## src/rtl/instruction_sequencer.sv

```systemverilog
// ---------------------------------------------------------------------------
// instruction_sequencer
//
// Upstream feeder for control_circuit. Holds a short program of 11-bit
// instructions and presents them one at a time on INSTRUCTION. Each word is
// held stable until control_circuit pulses Done, and then the next word is
// fetched. A per-instruction watchdog aborts the program if Done never
// arrives. The program memory is written from the host side while the
// sequencer is not busy, and a one-cycle start pulse runs the program.
//
// Ports:
//   clk          system clock, rising edge
//   reset        asynchronous, active-high reset
//   prog_we      program memory write strobe (ignored while busy)
//   prog_addr    program memory write address
//   prog_data    instruction word to write
//   prog_len     number of instructions to run (0..2^AW), sampled on start
//   start        one-cycle pulse, runs the program from address 0
//   Done         completion pulse from control_circuit
//   INSTRUCTION  {op[10:8], Rx[7:5], Ry/imm[4:0]}, all zero outside EXEC
//   instr_valid  high while INSTRUCTION carries a live instruction
//   pc           index of the current/next instruction (never wraps)
//   busy         high in FETCH or EXEC
//   prog_done    one-cycle pulse when the program completes
//   timeout_err  high while stopped by the watchdog (sticky until start)
// ---------------------------------------------------------------------------
module instruction_sequencer #(
  parameter int AW      = 3,
  parameter int TIMEOUT = 16
) (
  input  logic          clk,
  input  logic          reset,
  input  logic          prog_we,
  input  logic [AW-1:0] prog_addr,
  input  logic [10:0]   prog_data,
  input  logic [AW:0]   prog_len,
  input  logic          start,
  input  logic          Done,
  output logic [10:0]   INSTRUCTION,
  output logic          instr_valid,
  output logic [AW:0]   pc,
  output logic          busy,
  output logic          prog_done,
  output logic          timeout_err
);

  localparam int WW = $clog2(TIMEOUT);

  localparam logic [2:0] S_IDLE   = 3'd0;
  localparam logic [2:0] S_FETCH  = 3'd1;
  localparam logic [2:0] S_EXEC   = 3'd2;
  localparam logic [2:0] S_FINISH = 3'd3;
  localparam logic [2:0] S_ERROR  = 3'd4;

  localparam logic [WW-1:0] WDOG_LAST = WW'(TIMEOUT - 1);

  logic [2:0]    state_q, state_d;
  logic [AW:0]   pc_q, pc_d;
  logic [AW:0]   len_q, len_d;
  logic [10:0]   instr_q, instr_d;
  logic [WW-1:0] wdog_q, wdog_d;
  logic          zero_done_q, zero_done_d;
  logic [AW:0]   pc_inc;

  logic [10:0] mem [2**AW];

  // NOTE: the program store has no reset so it survives a reset and can be
  // mapped onto plain RAM; only the control registers below are reset.
  always_ff @(posedge clk) begin
    if (prog_we && !busy) mem[prog_addr] <= prog_data;
  end

  assign pc_inc = pc_q + {{AW{1'b0}}, 1'b1};

  always_comb begin
    // NOTE: every variable gets a default first so no path infers a latch.
    state_d     = state_q;
    pc_d        = pc_q;
    len_d       = len_q;
    instr_d     = instr_q;
    wdog_d      = wdog_q;
    zero_done_d = 1'b0;

    case (state_q)
      S_IDLE, S_FINISH, S_ERROR: begin
        if (start) begin
          if (prog_len != '0) begin
            len_d   = prog_len;
            pc_d    = '0;
            state_d = S_FETCH;
          end else begin
            // Empty program: report completion at once, never go busy.
            zero_done_d = 1'b1;
            state_d     = S_IDLE;
          end
        end else if (state_q == S_FINISH) begin
          state_d = S_IDLE;
        end
      end

      S_FETCH: begin
        instr_d = mem[pc_q[AW-1:0]];
        wdog_d  = '0;
        state_d = S_EXEC;
      end

      S_EXEC: begin
        // Done takes priority over a watchdog expiry in the same cycle.
        if (Done) begin
          pc_d    = pc_inc;
          state_d = (pc_inc == len_q) ? S_FINISH : S_FETCH;
        end else if (wdog_q == WDOG_LAST) begin
          state_d = S_ERROR;
        end else begin
          wdog_d = wdog_q + 1'b1;
        end
      end

      default: state_d = S_IDLE;
    endcase
  end

  // NOTE: sequential state uses non-blocking assignments so every register
  // samples the pre-edge values regardless of statement order.
  always_ff @(posedge clk or posedge reset) begin
    if (reset) begin
      state_q     <= S_IDLE;
      pc_q        <= '0;
      len_q       <= '0;
      instr_q     <= '0;
      wdog_q      <= '0;
      zero_done_q <= 1'b0;
    end else begin
      state_q     <= state_d;
      pc_q        <= pc_d;
      len_q       <= len_d;
      instr_q     <= instr_d;
      wdog_q      <= wdog_d;
      zero_done_q <= zero_done_d;
    end
  end

  // Outputs decode directly from state so a reset drops them immediately.
  assign instr_valid = (state_q == S_EXEC);
  assign INSTRUCTION = instr_valid ? instr_q : 11'h000;
  assign pc          = pc_q;
  assign busy        = (state_q == S_FETCH) || (state_q == S_EXEC);
  assign prog_done   = (state_q == S_FINISH) || zero_done_q;
  assign timeout_err = (state_q == S_ERROR);

endmodule

```

## config.mk

```make
export PLATFORM = sky130hd
export DESIGN_NAME = instruction_sequencer
export DESIGN_NICKNAME = d
export VERILOG_FILES = /design/src/rtl/instruction_sequencer.sv
export SDC_FILE = /design/constraint.sdc
export NUM_CORES = 1
export LEC_CHECK = 0
export BUFFER_PORTS_ARGS = -buffer_cell sky130_fd_sc_hd__buf_2
export CELL_PAD_IN_SITES_DETAIL_PLACEMENT = 1
export CELL_PAD_IN_SITES_GLOBAL_PLACEMENT = 2
export CORE_MARGIN = 2
export CORE_UTILIZATION = 45
export DETAILED_ROUTE_END_ITERATION = 8
export PLACE_DENSITY_LB_ADDON = 0.1
export REMOVE_ABC_BUFFERS = 1
export SYNTH_ARGS = -nofsm -noshare
export SYNTH_HDL_FRONTEND = slang
export SYNTH_SLANG_ARGS = --single-unit
```

## constraint.sdc

```tcl
create_clock -name clk -period 6.42 [get_ports clk]
set_input_delay 0.963 -clock clk [delete_from_list [all_inputs] [get_ports clk]]
set_output_delay 0.963 -clock clk [all_outputs]
set_load 0.005 [all_outputs]
```

==> results of run 1 <==
## kinds of logic after synthesis
logic type	Yosys count
AO/OA/AOI/OAI	33
XOR/XNOR	7
adder cells (fa/ha/maj)	2
buffers and inverters	19
flip-flops	115
multiplexers	36
AND/OR/NAND/NOR	64
## critical path, stage by stage, from the launching register on
cell and delay, ns:
dfrtp_1 0.47, or3b_1 0.48, inv_2 0.24, and2_1 0.17, buf_2 0.11
## state kept, by name (all words and copies together) (netlist names)
name and cells:
state_q 3, instr_q 11, pc 4, mem 88, zero_done_q 1, len_q 4
wdog_q 4
## where the power goes
part,switching [mW],internal [mW]
clock,0.326,0.550
combinational,0.276,0.241
sequential,0.0560,0.899
total,0.658,1.69
## layer usage
layer,global-route usage,vias to the layer above,share of wire
li1,-,1177,-
met1,0.242,1296,0.44
met2,0.298,71,0.51
met3,0.0625,11,0.042
met4,0.0611,0,0.0086
met5,0,-,0
## metrics by stage
step / hold WS [ns] / total power [mW]
2_1_floorplan: 0.447 / 1.32
3_3_place_gp: 0.464 / 1.48
3_5_place_dp: 0.472 / 1.50
4_1_cts: 0.484 / 2.39
5_1_grt: 0.505 / 2.47
6_report: 0.480 / 2.35
## final cells by class
type	instances	share of cell area
Clock inverter	13	0.0237
Sequential cell	115	0.592
Timing Repair Buffer	47	0.0446
Multi-Input combinational cell	142	0.231
Inverter	5	0.00335
Clock buffer	19	0.0752
Tap cell	136	0.0304
## worst paths after layout
kind / slack, ns / end
worst max register to register: 3.87 / mem[3][0]
worst max-delay path: 3.47 / INSTRUCTION[1]
worst min-delay path: 0.48 / instr_q[7]
max in group asynchronous: 5.05 / instr_q[0]
min in group asynchronous: 0.71 / wdog_q[1]
worst min register to register: 0.48 / instr_q[7]
## cells in the final DEF, fill, tap and decap left out, drive strengths merged, types with 4 or more instances in the layout
cell type and count:
clkinv 4, and2 12, xnor2 4, inv 9
edfxtp 88, nand2b 4, mux2i 13, buf 47
nand2 18, clkbuf 19, o21ai 18, mux4 22
nor2 8, dfrtp 27
==> impl_metrics.csv, run 1 <==
group,metric,value,unit
clock_tree,worstSkewPairLatency,0.51,ns
place,globalplace.congestion,0.744,
clock_tree,ctsHoldBuffers,0,
place,dp_slack,3.79,ns
grt,grt-ovfl-total,0,
clock_tree,numCtsBuffers,17,
floorplan,ioPinCount,42,
worst_setup_path,worstSetupEndpointType,"primary output",
sta,fin_crit_sh,0.459,
finish,drive_gt1_frac,0.302,
synthesis,synth_seq_cells,115,
floorplan,die_w,106,µm
routing,ant_nets,0,
synthesis,synth_edf_count,88,
clock_tree,cts.sinks,115,
grt,grt_start_max_net_pins,29,
finish,syn_to_final_growth,19.0,%
synthesis,synth_compound_gate_area_share,0.0449,
finish,fin_area,5610,µm²
finish,post-route-util,0.548,
place,hpwl,6170,µm
status,status,"complete, no violations",
worst_setup_path,reg2reg_from,"state_q[0]",
synthesis,synth_most_common_cell,"edfxtp_1",
pwr,power_density,419,nW/µm²
finish,fin_nets,353,
synthesis,synth_cell_types,44,
synthesis,synthAdderAreaFrac,0.00531,
floorplan,core_area,10200,µm²
floorplan,start_util,0.460,
synthesis,postSynthAreaPerCell,17.1,µm²
routing,drc_errors,0,
grt,antenna_found_initial,0,
synthesis,synth_area_leaders,"edfxtp_1 56%, dfrtp_1 14%, mux4_2 11%",
floorplan,die_h,106,µm
synthesis,synthSimpleGateAreaFrac,0.0762,
place,dp.cells,445,
sta,timing.slew.headroom,0.229,
worst_setup_path,setup.worst_path.start,"state_q[1]",
grt,grt_pass1_vias,2691,
synthesis,synth_seq_area_share,0.705,
grt,grt.total_usage,0.186,
worst_hold_path,hold_path_depth,2,
finish,multiInputGateArea,1290,µm²
routing,wl_per_cell,19.6,µm
synthesis,synth_top_area_frac,0.561,
finish,nFillCells,961,
synthesis,synth_top_family_by_area,"multiplexers",
sta,fin_ws,3.47,ns
run,max-cap-violations,0,
routing,routed_via_density,5.36,
sta,worst_pin_slew,1.15,ns
worst_setup_path,reg2reg_depth,4,
routing,dr.pass1.iters,4,
pwr,p_leak,2.05,nW
worst_setup_path,cp_max_fo,15,
floorplan,row_count,37,
floorplan,die-area,11300,µm²
place,dpl_cell_area,5050,µm²
synthesis,synthTopCellsByCount,"88 x edfxtp_1, 27 x dfrtp_1, 22 x mux4_2, 18 x nand2_1, 15 x o21ai_1",
worst_setup_path,critPathLaunchType,"register",
worst_hold_path,hold_class,"reg2reg",
finish,seqCellArea,3320,µm²
worst_setup_path,critPathRequiredTime,5.46,ns
clock_tree,cts_tree,"yes",
sta,max_freq,339,MHz
sta,hold_viol,0,
grt,grt_pass1_wl,15200,µm
sta,rsz0062_at_grt,"no",
routing,route.vias.total,2555,
synthesis,synth.yosys.warnings,0,
clock_tree,htreeDepth,4,
place,numPortBuffers,41,
clock_tree,clockBufferDepth,2,
routing,wirelength,9330,µm
clock_tree,cts-root-buf,"clkbuf_8",
worst_hold_path,min_from,"instr_q[7]",
synthesis,muxShareOfSynthArea,0.135,
synthesis,syn_inst,276,
worst_setup_path,critPathArrivalTime,1.98,ns
worst_setup_path,path_class,"reg2out",
synthesis,async_reset_ff_frac,0.235,
routing,drt_iter0_drc,117,
sta,drv_slew,0,
clock_tree,path_clk_slew,0.05,ns
finish,num_antenna_cells,0,
clock_tree,cts_resized,0,
clock_tree,cts_setup_buffers,0,
sta,setup_tns,0,ns
synthesis,synthFlopType,"edfxtp_1",
pwr,peakVddDrop,268,µV
sta,setup_viol,0,
synthesis,synth_area,4710,µm²
synthesis,synth_area_leader_cell,"edfxtp_1",
finish,instances_no_fill,477,
synthesis,synth_xor_area_frac,0.0130,
sta,fin_crit,2.95,ns
sta,fin_skew,0.00775,ns
No activity file was read; power rests on OpenSTA's default activity.
==> run 2, diff against run 1 <==
--- a/config.mk
+++ b/config.mk
@@ -5,11 +5,12 @@
 export SDC_FILE = /design/constraint.sdc
 export NUM_CORES = 1
 export LEC_CHECK = 0
+export ABC_AREA = 1
 export BUFFER_PORTS_ARGS = -buffer_cell sky130_fd_sc_hd__buf_2
 export CELL_PAD_IN_SITES_DETAIL_PLACEMENT = 1
 export CELL_PAD_IN_SITES_GLOBAL_PLACEMENT = 2
 export CORE_MARGIN = 2
-export CORE_UTILIZATION = 45
+export CORE_UTILIZATION = 35
 export DETAILED_ROUTE_END_ITERATION = 8
 export PLACE_DENSITY_LB_ADDON = 0.1
 export REMOVE_ABC_BUFFERS = 1
==> constraint.sdc (replaced) <==
create_clock -name clk -period 2.67 [get_ports clk]
set_input_delay 0.4005 -clock clk [delete_from_list [all_inputs] [get_ports clk]]
set_output_delay 0.4005 -clock clk [all_outputs]
set_load 0.005 [all_outputs]
==> run 2 against run 1 <==
  * Count of clock-buffer cells in the layout shrank 2
  * Worst setup slack lost 2.8 ns
  * Largest cell class unchanged
  * Largest power group unchanged
  * Sequential cell count is the same
  * Routed wire length grew 51%
  * Synthesized area grew 5.6%
==> impl_metrics.csv, run 2 <==
group,metric,value,unit
clock_tree,cts-root-buf,"clkbuf_16",
finish,post-route-util,0.425,
routing,wl_met3,677,µm
sta,fin_crit,2.04,ns
finish,top_register,"mem",
pwr,peakVddDrop,466,µV
finish,drive_gt1_frac,0.198,
finish,final_cell_mix,"112 x nor2_1, 88 x edfxtp_1, 61 x nand2_1",
routing,wl_met1,6240,µm
synthesis,synth_area,4970,µm²
routing,wirelength,14100,µm
pwr,p_leak,2.41,nW
floorplan,core_area,13900,µm²
clock_tree,worstSkewPairLatency,0.42,ns
pwr,finalPower,5.94,mW
status,status,"complete, no violations",
sta,worst_pin_slew,0.540,ns
finish,nFillCells,1564,
clock_tree,clockBufferDepth,2,
synthesis,synth.yosys.warnings,0,
sta,max_freq,491,MHz
grt,grt.total_usage,0.205,
grt,grt_start_max_net_pins,39,
finish,largest_reg_flops,88,
floorplan,row_count,43,
clock_tree,cts_tree,"yes",
floorplan,die_h,123,µm
finish,final_common_cell,"nor2_1",
clock_tree,cts_setup_buffers,0,
floorplan,start_util,0.358,
routing,met2_length,6950,µm
clock_tree,htreeDepth,4,
grt,antenna_found_initial,0,
sta,whs,0.0598,ns
sta,fin_crit_sh,0.762,
floorplan,die_w,123,µm
finish,fin_area,5890,µm²
routing,ant_nets,0,
grt,grt_pass1_wl,21400,µm
grt,grt_pass1_vias,3624,
finish,syn_to_final_growth,18.5,%
floorplan,die-area,15200,µm²
synthesis,synth_cell_types,25,
synthesis,synth_area_leader_cell,"edfxtp_1",
sta,setup_tns,0,ns
worst_setup_path,critPathArrivalTime,1.63,ns
synthesis,async_reset_ff_frac,0.235,
routing,top_layer,"met4",
clock_tree,ctsHoldBuffers,0,
grt,grt-ovfl-total,0,
run,max-cap-violations,0,
pwr,power_density,1010,nW/µm²
sta,fin_skew,0.00687,ns
finish,fin_nets,548,
synthesis,syn_inst,469,
synthesis,synth_seq_cells,115,
routing,dr.pass1.iters,4,
sta,rsz0062_at_grt,"no",
sta,hold_viol,0,
clock_tree,cts_resized,0,
worst_setup_path,cp_max_fo,16,
place,dp_slack,0.796,ns
clock_tree,numCtsBuffers,17,
place,globalplace.congestion,0.850,
floorplan,ioPinCount,42,
synthesis,synth_top_area_frac,0.531,
place,dpl_cell_area,5380,µm²
synthesis,synthTopCellsByCount,"112 x nor2_1, 88 x edfxtp_1, 61 x nand2_1, 47 x nand3_1, 35 x inv_1",
synthesis,synth_most_common_cell,"nor2_1",
worst_setup_path,path_class,"reg2out",
worst_setup_path,critPathLaunchType,"register",
worst_setup_path,critPathRequiredTime,2.27,ns
synthesis,synthFlopType,"edfxtp_1",
synthesis,synth_seq_area_share,0.667,
sta,drv_slew,0,
sta,timing.slew.headroom,0.640,
routing,wl_per_cell,19.7,µm
clock_tree,cts.sinks,115,
worst_setup_path,worstSetupEndpointType,"primary output",
place,numPortBuffers,41,
finish,instances_no_fill,715,
sta,setup_viol,0,
finish,reg_top3,"mem: 88 flops, instr_q: 11 flops",
finish,num_antenna_cells,0,
routing,route.vias.total,3432,
synthesis,synth_area_leaders,"edfxtp_1 53%, dfrtp_1 14%, nor2_1 8.5%",
clock_tree,path_clk_slew,0.05,ns
routing,drt_iter0_drc,230,
sta,fin_ws,0.635,ns
routing,drc_errors,0,
synthesis,postSynthAreaPerCell,10.6,µm²
worst_hold_path,hold_class,"in2async",
place,dp.cells,684,
place,hpwl,9730,µm
routing,routed_via_density,4.80,
synthesis,synth_edf_count,88,
-- run 2: cell count changes in the layout (fill, tap and decap cells not counted), moves of 19 or more --
cell | previous run | this run
o21ai_1 | 15 | 34
nand3_1 | 3 | 47
mux4_2 | 22 | 0
nor2_1 | 8 | 112
inv_1 | 4 | 35
nand2_1 | 18 | 61
-- run 2: where the power goes --
group	leakage, nW	total [mW]	internal [mW]	switching, mW
Clock	0.242	1.97	1.17	0.808
Combinational	1.03	1.65	0.543	1.10
Sequential	1.14	2.32	2.16	0.158
-- run 2: worst paths after layout --
path	start	endpoint	slack [ns]	cells after the start
worst max-delay path	state_q[0]	INSTRUCTION[0]	0.64	4
worst min-delay path	reset	instr_q[8]	0.06	3
worst max register to register	state_q[0]	mem[0][9]	0.82	8
worst min register to register	instr_q[9]	instr_q[9]	0.48	2
max in group asynchronous	reset	len_q[0]	2.32	3
min in group clk	prog_len[2]	len_q[2]	0.25	3
-- run 2: layout make-up --
cell class	count	area (µm²)	share of cell area
Tap cell	180	225	0.0382
Multi-Input combinational cell	293	1350	0.230
Sequential cell	115	3320	0.563
Timing Repair Buffer	56	330	0.0561
Clock inverter	14	91.3	0.0155
Clock buffer	17	425	0.0722
Inverter	40	150	0.0255
-- run 2: kinds of logic (layout without fill, tap and decap cells) --
| kind of cell | count (synthesis) | in the layout | synth area share |
|---|---|---|---|
| fa+ha+maj | 2 | 2 | 0.00503 |
| simple gates | 235 | 235 | 0.206 |
| buf+inv | 61 | 127 | 0.0611 |
| flops | 115 | 115 | 0.667 |
| xor+xnor | 1 | 1 | 0.00176 |
| compound gates | 55 | 55 | 0.0591 |
-- run 2: layer usage --
metal / vias to the layer above / global-route usage
met1: 1661 / 0.268
met5: - / 0
met4: 0 / 0.0831
li1: 1676 / -
met2: 82 / 0.323
met3: 13 / 0.0549
-- run 2: critical path, cell delays in order (launching register included) --
cell and delay (ns):
dfrtp_1 0.37, inv_1 0.14, nand3_4 0.26, nor2_1 0.29, buf_2 0.16
